`src/rtl/fc_serial_layer_if.sv`:
```
// fc_serial_layer_if: layer start/done handshake plus activation/weight/bias read ports and result write port
interface fc_serial_layer_if #(
    parameter int N_IN  = 128,
    parameter int N_OUT = 10
) ();
    localparam int AW = $clog2(N_IN);
    localparam int WW = $clog2(N_IN * N_OUT);
    localparam int OW = $clog2(N_OUT);
    logic                 start_i;
    logic                 done_o;
    logic                 busy_o;
    logic [AW-1:0]        act_addr_o;
    logic signed [31:0]   act_data_i;
    logic [WW-1:0]        w_addr_o;
    logic signed [7:0]    w_data_i;
    logic [OW-1:0]        bias_addr_o;
    logic signed [31:0]   bias_data_i;
    logic                 out_we_o;
    logic [OW-1:0]        out_addr_o;
    logic signed [31:0]   out_data_o;
    modport master (
        output start_i, act_data_i, w_data_i, bias_data_i,
        input  done_o, busy_o, act_addr_o, w_addr_o, bias_addr_o, out_we_o, out_addr_o, out_data_o
    );
    modport slave (
        input  start_i, act_data_i, w_data_i, bias_data_i,
        output done_o, busy_o, act_addr_o, w_addr_o, bias_addr_o, out_we_o, out_addr_o, out_data_o
    );
endinterface

```
`src/rtl/fc_serial_layer.sv`:
```
// fc_serial_layer: serial fully-connected layer, one MAC per cycle, one output neuron at a time
module fc_serial_layer #(
    parameter int N_IN  = 128,
    parameter int N_OUT = 10,
    parameter int RELU  = 0,
    parameter int SHIFT = 0
) (
    input logic               clk,
    input logic               reset,
    fc_serial_layer_if.slave  lyr
);
    localparam int AW = $clog2(N_IN);
    localparam int WW = $clog2(N_IN * N_OUT);
    localparam int OW = $clog2(N_OUT);
    localparam logic [AW-1:0] I_LAST = AW'(N_IN - 1);
    localparam logic [OW-1:0] O_LAST = OW'(N_OUT - 1);

    typedef enum logic [2:0] {IDLE, BIAS, MAC, DRAIN, WRITE, DONE} state_t;

    state_t             state_q, state_d;
    logic [AW-1:0]      i_q, i_d;
    logic [OW-1:0]      o_q, o_d;
    logic signed [31:0] acc_q, acc_d;
    logic signed [31:0] prod;
    logic signed [31:0] shifted;
    logic               busy;

    // Data returning this cycle belongs to the address issued one cycle earlier
    assign prod    = lyr.act_data_i * 32'(lyr.w_data_i);
    assign shifted = acc_q >>> SHIFT;
    assign busy    = state_q inside {BIAS, MAC, DRAIN, WRITE};

    assign lyr.busy_o      = busy;
    assign lyr.done_o      = state_q == DONE;
    assign lyr.out_we_o    = state_q == WRITE;
    assign lyr.out_addr_o  = o_q;
    assign lyr.out_data_o  = (RELU != 0 && shifted < 0) ? '0 : shifted;
    assign lyr.act_addr_o  = i_q;
    assign lyr.bias_addr_o = o_q;
    assign lyr.w_addr_o    = WW'(int'(o_q) * N_IN + int'(i_q));

    // Next-state, counter and accumulator update; a dropped start aborts any busy state
    always_comb begin
        state_d = state_q;
        i_d     = i_q;
        o_d     = o_q;
        acc_d   = acc_q;
        unique case (state_q)
            IDLE: begin
                i_d     = '0;
                o_d     = '0;
                state_d = lyr.start_i ? BIAS : IDLE;
            end
            BIAS: begin
                i_d     = '0;
                state_d = MAC;
            end
            MAC: begin
                acc_d   = (i_q == '0) ? lyr.bias_data_i : acc_q + prod;
                i_d     = (i_q == I_LAST) ? i_q : i_q + AW'(1);
                state_d = (i_q == I_LAST) ? DRAIN : MAC;
            end
            DRAIN: begin
                acc_d   = acc_q + prod;
                state_d = WRITE;
            end
            WRITE: begin
                o_d     = (o_q == O_LAST) ? o_q : o_q + OW'(1);
                state_d = (o_q == O_LAST) ? DONE : BIAS;
            end
            DONE: state_d = lyr.start_i ? DONE : IDLE;
            default: state_d = IDLE;
        endcase
        if (busy && !lyr.start_i) begin
            state_d = IDLE;
            i_d     = '0;
            o_d     = '0;
        end
    end

    // State, counter and accumulator registers with asynchronous reset
    always_ff @(posedge clk or posedge reset) begin
        if (reset) begin
            state_q <= IDLE;
            i_q     <= '0;
            o_q     <= '0;
            acc_q   <= '0;
        end else begin
            state_q <= state_d;
            i_q     <= i_d;
            o_q     <= o_d;
            acc_q   <= acc_d;
        end
    end
endmodule

```
`src/flat_wrapper.sv`:
```
// flat-port wrapper written by rule: the top's interface ports become plain ports
module fc_serial_layer_flat 
#(
    parameter int N_IN  = 128,
    parameter int N_OUT = 10,
    parameter int RELU  = 0,
    parameter int SHIFT = 0
)
  (clk, reset, lyr_start_i, lyr_act_data_i, lyr_w_data_i, lyr_bias_data_i, lyr_done_o, lyr_busy_o, lyr_act_addr_o, lyr_w_addr_o, lyr_bias_addr_o, lyr_out_we_o, lyr_out_addr_o, lyr_out_data_o);
  fc_serial_layer_if #(.N_IN(N_IN), .N_OUT(N_OUT)) lyr_i ();
  input logic clk;
  input logic reset;
  input wire logic [$bits(lyr_i.start_i)-1:0] lyr_start_i;
  input wire logic [$bits(lyr_i.act_data_i)-1:0] lyr_act_data_i;
  input wire logic [$bits(lyr_i.w_data_i)-1:0] lyr_w_data_i;
  input wire logic [$bits(lyr_i.bias_data_i)-1:0] lyr_bias_data_i;
  output wire logic [$bits(lyr_i.done_o)-1:0] lyr_done_o;
  output wire logic [$bits(lyr_i.busy_o)-1:0] lyr_busy_o;
  output wire logic [$bits(lyr_i.act_addr_o)-1:0] lyr_act_addr_o;
  output wire logic [$bits(lyr_i.w_addr_o)-1:0] lyr_w_addr_o;
  output wire logic [$bits(lyr_i.bias_addr_o)-1:0] lyr_bias_addr_o;
  output wire logic [$bits(lyr_i.out_we_o)-1:0] lyr_out_we_o;
  output wire logic [$bits(lyr_i.out_addr_o)-1:0] lyr_out_addr_o;
  output wire logic [$bits(lyr_i.out_data_o)-1:0] lyr_out_data_o;
  assign lyr_i.start_i = lyr_start_i;
  assign lyr_i.act_data_i = lyr_act_data_i;
  assign lyr_i.w_data_i = lyr_w_data_i;
  assign lyr_i.bias_data_i = lyr_bias_data_i;
  assign lyr_done_o = lyr_i.done_o;
  assign lyr_busy_o = lyr_i.busy_o;
  assign lyr_act_addr_o = lyr_i.act_addr_o;
  assign lyr_w_addr_o = lyr_i.w_addr_o;
  assign lyr_bias_addr_o = lyr_i.bias_addr_o;
  assign lyr_out_we_o = lyr_i.out_we_o;
  assign lyr_out_addr_o = lyr_i.out_addr_o;
  assign lyr_out_data_o = lyr_i.out_data_o;
  fc_serial_layer #(.N_IN(N_IN), .N_OUT(N_OUT), .RELU(RELU), .SHIFT(SHIFT)) u_core (.clk(clk), .reset(reset), .lyr(lyr_i));
endmodule
```
`config.mk`:
```
export PLATFORM = sky130hd
export DESIGN_NAME = fc_serial_layer_flat
export DESIGN_NICKNAME = d
export VERILOG_FILES = /design/src/rtl/fc_serial_layer_if.sv /design/src/rtl/fc_serial_layer.sv /design/src/flat_wrapper.sv
export SDC_FILE = /design/constraint.sdc
export NUM_CORES = 1
export LEC_CHECK = 0
export CORE_ASPECT_RATIO = 1.75
export CORE_MARGIN = 2
export CORE_UTILIZATION = 25
export DETAILED_ROUTE_END_ITERATION = 12
export MAX_ROUTING_LAYER = met4
export PLACE_DENSITY_LB_ADDON = 0.05
export SLEW_MARGIN = 20
export SYNTH_ARGS = -nofsm -noshare
export SYNTH_HDL_FRONTEND = slang
export SYNTH_SLANG_ARGS = --single-unit
```
`constraint.sdc`:
```
create_clock -name clk -period 5.8 [get_ports clk]
set_input_delay 1.74 -clock clk [delete_from_list [all_inputs] [get_ports clk]]
set_output_delay 1.74 -clock clk [all_outputs]
set_load 0.01 [all_outputs]
```
# Yosys cells after proc, flatten, opt, wreduce, memory -nomap -nowiden
# Cells that the tools add are included.
# Widths: inputs -> output; s select.
[op_classes] addsub=4 n_mul=1 n_eq_ne=9 n_mux=14 reduce_logical=11
[ops] op="$pmux 32 s2" count=1
[ops] op="$add 32x32->32" count=1
[ops] op="$mul 32x8->32" count=1
[ops] op="$mux 32" count=1
[ops] op="$pmux 3 s6" count=1
[ops] op="$mux 7" count=2
[ops] op="$pmux 7 s2" count=1
[ops] op="$add 11x7->11" count=1
[ops] op="$mux 3" count=3
[ops] op="$mux 4" count=2
[ops] op="$pmux 4 s2" count=1
[ops] op="$add 7x1->7 const B" count=1
[ops] op="$eq 7x7->1 const B" count=1
[ops] op="$logic_not 7->1" count=1
[ops] op="$eq 3x2->1 const B" count=2
[ops] op="$eq 3x3->1 const B" count=2
[ops] op="$ne 3x3->1 const B" count=2
[ops] op="$reduce_bool 3->1" count=2
[ops] op="$add 4x1->4 const B" count=1
[ops] op="$eq 4x4->1 const B" count=1
[ops] op="$reduce_and 2->1" count=2
[ops] op="$reduce_bool 4->1" count=1
[ops] op="$eq 3x1->1 const B" count=1
[ops] op="$logic_not 3->1" count=1
[ops] op="5 further kinds" count=6
[totals] ff_bits=46 output_inout_bits=61 elab_cells=43

# Longest topological paths before layout
[depth] depth_word=5 ltp_mapped=22 depth_no_buf=21

# Worst setup path after synthesis
# Ideal clock, no wire load.
[synth_path] kind="input to register" startpoint="input lyr_w_data_i[3]" endpoint="register u_core.acc_q[26] (netlist: u_core.lyr.out_data_o[26])" setup_time_ps=82 arrival_time_ps=6652 required_ps=5718 path_slack_ps=-934 path_stages=18 path_buffers=2 cell_sequence="clkbuf_1 -> clkbuf_1 -> nand2_1 -> fa_1 -> fa_1 -> inv_1 -> fa_1 -> fa_1 -> fa_1 -> ha_1 -> a21oi_1 -> a21boi_1 -> a211o_4 -> o22ai_4 -> o21ai_2 -> and4_4 -> or4b_1 -> a22oi_2"
[synth_via] elab_chain_len=4
[synth_lines] item="from (decl)" line="flat_wrapper.sv:15" source="input wire logic [$bits(lyr_i.w_data_i)-1:0] lyr_w_data_i;"
[synth_lines] item="$mul 32x8->32 *" line="fc_serial_layer.sv:29" source="assign prod = lyr.act_data_i * 32'(lyr.w_data_i);"
[synth_lines] item="$add 32x32->32 *" line="fc_serial_layer.sv:59, fc_serial_layer.sv:64"
[synth_lines] item="$mux 32" line="fc_serial_layer.sv:59" source="acc_d = (i_q == '0) ? lyr.bias_data_i : acc_q + prod;"
[synth_lines] item="$pmux 32 s2 *" line="fc_serial_layer.sv:48" source="unique case (state_q)"
[synth_lines] item="to (signal assigned)" line="fc_serial_layer.sv:87" source="acc_q <= '0;"
[synth_lines] item="to (signal assigned)" line="fc_serial_layer.sv:92" source="acc_q <= acc_d;"
[synth_lines] item="to (decl)" line="fc_serial_layer.sv:23" source="logic signed [31:0] acc_q, acc_d;"
# Mark *: on every way between the ends. The rest lies on a longest branch, timed or not.
# A chain may end at the register's enable or synchronous reset.

# Worst setup path after layout
[layout_path] startpoint="input lyr_act_data_i[9]" endpoint="register u_core.acc_q[26] (netlist: u_core.lyr.out_data_o[26])"
[layout_via] elab_chain_len=4
[layout_lines] item="from (decl)" line="flat_wrapper.sv:14" source="input wire logic [$bits(lyr_i.act_data_i)-1:0] lyr_act_data_i;"
[layout_lines] item="$mul 32x8->32 *" line="fc_serial_layer.sv:29"
[layout_lines] item="$add 32x32->32 *" line="fc_serial_layer.sv:59, fc_serial_layer.sv:64"
[layout_lines] item="$mux 32" line="fc_serial_layer.sv:59"
[layout_lines] item="$pmux 32 s2 *" line="fc_serial_layer.sv:48"
# Marked as above.

==> impl_summary.log <==
INFO  metric fp.dieArea = 41100 um^2
INFO  metric synthesis.instances = 1067
INFO  metric first_global_vias = 9515
INFO  metric maxSlewViolCount = 0
INFO  metric largest_family_of_logic_cells_by_synthesized_area = adder cells
INFO  metric synth.area.mux_share = 0.00419
INFO  metric synth_largest_area_cell = fa_1
INFO  metric slowest_stage_cell_on_the_critical_path = fa_1
INFO  metric criticalPathCategory = primary input to flip-flop
INFO  metric grt_usage = 0.190
INFO  metric core_region_area = 39000 um^2
INFO  metric outcome = complete, but fails checks
INFO  metric vias_per_inst = 4.56
INFO  metric critical_path.endpoint_type = flip-flop
INFO  metric syn_nets = 1400
INFO  metric route.detailed.wl_per_inst = 20.0 um
INFO  metric synthXorXnorAreaFrac = 0.0355
INFO  metric cts.reportedPaths.clkPinSlew = 0.08 ns
INFO  metric final_hpwl_dp = 30500 um
INFO  metric yosys_most_used_dff = dfrtp_1
INFO  metric synth_area_per_cell = 9.24 um^2
INFO  metric relSlewSlack = 0.345
INFO  metric crit_chain = clkdlybuf4s15_2, buf_6, buf_4, and2_4, fa_1, fa_1, fa_1, fa_1, ha_4, ha_4, buf_4, nand4_1, nor2_1, a211o_4, o22ai_4, o21ai_4, and4_4, or4b_4, a22oi_2
INFO  metric critical_path_required_time = 6.02 ns
INFO  metric route.detailed.drc = 0
INFO  metric synth_adder_area_share = 0.470
INFO  metric port-buffer-count = 135
INFO  metric post-synth-top-area-fraction = 0.380
INFO  metric synthDistinctLibCells = 61
INFO  metric finalCritPeriodShare = 1.11
INFO  metric grt_setup_unrepaired = true
INFO  metric yosys.area_share.simple = 0.185
INFO  metric achievable-frequency = 155 MHz
INFO  metric flow.area_growth_from_synthesis = 46.9%
INFO  metric synth_compound_gate_area_share = 0.101
INFO  metric i_o_pins = 136
INFO  metric number_of_drc_markers_in_iteration_0 = 227
INFO  metric grt_ovf = 0
INFO  metric violations_in_the_final_reports = setup timing
INFO  metric clk_root_buffer_cell = clkbuf_16
INFO  metric yosys-top-cells-area = fa_1 (38%), dfrtp_1 (12%), ha_1 (9.0%), and2_1 (8.2%), inv_1 (5.5%)
INFO  metric postSynthRegisterBits = 46
INFO  metric route.antenna.remaining_nets = 0
INFO  metric dp.cells = 1780
INFO  metric maxCapViolCount = 0
INFO  metric via_count = 8384
INFO  metric worstPathArrival = 6.65 ns
INFO  metric leading_cell_type_by_number_of_instances_after_synthesis = fa_1
INFO  metric setup_viol_count_final = 22
INFO  metric floorplan.rows = 96
INFO  metric clk_latency = 0.31 ns
INFO  metric finalHoldViolations = 0
INFO  metric first_pass_grt_wire_length = 56100 um
INFO  metric cp_common_cell = fa_1
INFO  metric async_reset_ff_frac = 1.00
INFO  metric holdBufCountCts = 0
INFO  metric cts.htree.levels = 2
INFO  metric clock_buffers_created_by_tritoncts = 5
INFO  metric grt_start_max_net_pins = 47
INFO  metric drt-pass1-iter-count = 4
INFO  metric synth-edff-count = 0
INFO  metric yosys-top-cells-count = fa_1 (187), inv_1 (144), and2_1 (129), nand2_1 (125), ha_1 (71)
INFO  metric synthesis.area = 9860 um^2
INFO  metric drive_gt1_frac = 0.288
INFO  metric die-height = 267 um
INFO  metric grt_antenna_before_repair = 1
INFO  metric tritoncts = built
INFO  metric max_stage_delay = 0.53 ns
INFO  metric timing_worst_slew_pin_value = 0.982 ns
INFO  metric total_wire_length_after_detailed_routing = 36800 um
INFO  metric yosysSeqAreaShare = 0.117
INFO  metric critical_path.max_fanout = 5
INFO  metric min_period = 6.43 ns
INFO  metric routabilityCongestion = 0.794
INFO  metric final_cell_count_no_fill = 1840
INFO  metric setup.worst_path.start_class = primary input
INFO  metric start_util = 0.253
INFO  metric min-delay-path-class = flip-flop to flip-flop
INFO  metric postLayoutSetupSlackWorst = -0.634 ns
INFO  metric clock_sink_count = 46
INFO  metric die_width = 154 um
INFO  metric clock_tree.buffer_depth = 2
INFO  metric yosysWarningCount = 0
INFO  metric final_nets = 1681
INFO  metric finalClockSkew = 0.0118 ns
## cell type report
cell class	instances	area (um^2)
Inverter	144	546
Multi-Input combinational cell	821	8780
Timing Repair Buffer	330	3240
Clock buffer	5	125
Antenna cell	1	2.50
Sequential cell	46	1150
Tap cell	490	613
Fill cell	4057	24500
Clock inverter	3	28.8
## cell usage in the layout (no fill, tap or decap), types with 8 or more instances in the layout
| cell type | Yosys | layout |
|---|---|---|
| a21oi_1 | 53 | 39 |
| inv_1 | 144 | 136 |
| and2_4 | 0 | 22 |
| xnor2_1 | 27 | 22 |
| a31oi_1 | 14 | 12 |
| nand2_1 | 125 | 108 |
| o21ai_1 | 0 | 8 |
| buf_12 | 0 | 19 |
| nand3_1 | 11 | 10 |
| buf_4 | 15 | 136 |
| ha_4 | 0 | 28 |
| ha_1 | 71 | 41 |
| o21ai_0 | 22 | 10 |
| buf_6 | 1 | 42 |
| dfrtp_1 | 46 | 46 |
| and2_1 | 129 | 107 |
| a21o_1 | 9 | 9 |
| clkdlybuf4s50_1 | 0 | 103 |
| buf_2 | 0 | 9 |
| fa_1 | 187 | 166 |
| nor2_1 | 61 | 54 |
| o211ai_1 | 9 | 9 |
| fa_2 | 0 | 21 |
| nand2_4 | 0 | 8 |
| a21oi_2 | 0 | 12 |
| a211oi_1 | 12 | 9 |
| xor2_1 | 13 | 10 |
## kinds of logic (layout without fill, tap and decap cells)
logic type               after synthesis  count (layout)
AND/OR/NAND/NOR                      366             366
adder cells (fa/ha/maj)              258             258
buffers and inverters                200             482
AO/OA/AOI/OAI                        153             153
flip-flops                            46              46
XOR/XNOR                              40              40
multiplexers                           4               4
other                                  0               1
## worst max-delay path, delay by kind of cell
kind / cells / cell delay, ns
compound gates: 4 / 0.79
buf+inv: 4 / 0.58
fa+ha+maj: 6 / 2.46
simple gates: 5 / 1.07
## final timing paths
check                                                             end  depth (start not counted)                             startpoint  slack, ns
worst max-delay path            u_core.lyr.out_data_o[26]$_DFFE_PP0N_                         19                      lyr_act_data_i[9]      -0.63
worst min-delay path            u_core.lyr.out_data_o[20]$_DFFE_PP0N_                          2  u_core.lyr.out_data_o[20]$_DFFE_PP0N_       0.55
worst max register to register  u_core.lyr.out_data_o[26]$_DFFE_PP0N_                         19   u_core.lyr.out_data_o[6]$_DFFE_PP0N_       0.68
worst min register to register  u_core.lyr.out_data_o[20]$_DFFE_PP0N_                          2  u_core.lyr.out_data_o[20]$_DFFE_PP0N_       0.55
max in group asynchronous       u_core.lyr.out_data_o[24]$_DFFE_PP0N_                          3                                  reset       3.41
min in group asynchronous       u_core.lyr.out_data_o[19]$_DFFE_PP0N_                          3                                  reset       1.94
## state kept, by name (all words and copies together), names as in the netlist
signal	flops
u_core.lyr.act_addr_o	7
u_core.lyr.bias_addr_o	4
u_core.lyr.out_data_o	32
u_core.state_q	3
## per-layer routing
layer | track usage | vias to the layer above | part of all wire
li1 | - | 3924 | -
met1 | 0.168 | 4278 | 0.31
met2 | 0.409 | 132 | 0.64
met3 | 0.0145 | 50 | 0.016
met4 | 0.0581 | 0 | 0.037
met5 | - | - | 0
## repair_timing
| item | CTS | global route |
|---|---|---|
| buffers inserted | 43 | 14 |
| gates resized for setup | 238 | 111 |
| gates cloned | 4 | 0 |
| hold endpoints to repair | 0 | 0 |
| endpoints found under the setup margin | 26 | 24 |
| pin swaps | 125 | 92 |
## stage by stage
step	util	setup TNS [ns]	hold slack [ns]	setup slack, ns	area (um^2)
after CTS	0.363	-10.42	0.551	-0.709	14200
after global routing	0.371	-12.14	0.580	-0.789	14500
after floorplan	-	-4.16	0.527	-0.627	10200
final	0.371	-8.16	0.545	-0.634	14500
after global placement	0.333	-30.84	0.515	-1.57	13000
after detailed placement	0.333	-30.55	0.531	-1.56	13000
Power is not shown: default switching activity piles up to over one toggle a cycle in this logic, so the estimate is an artifact.
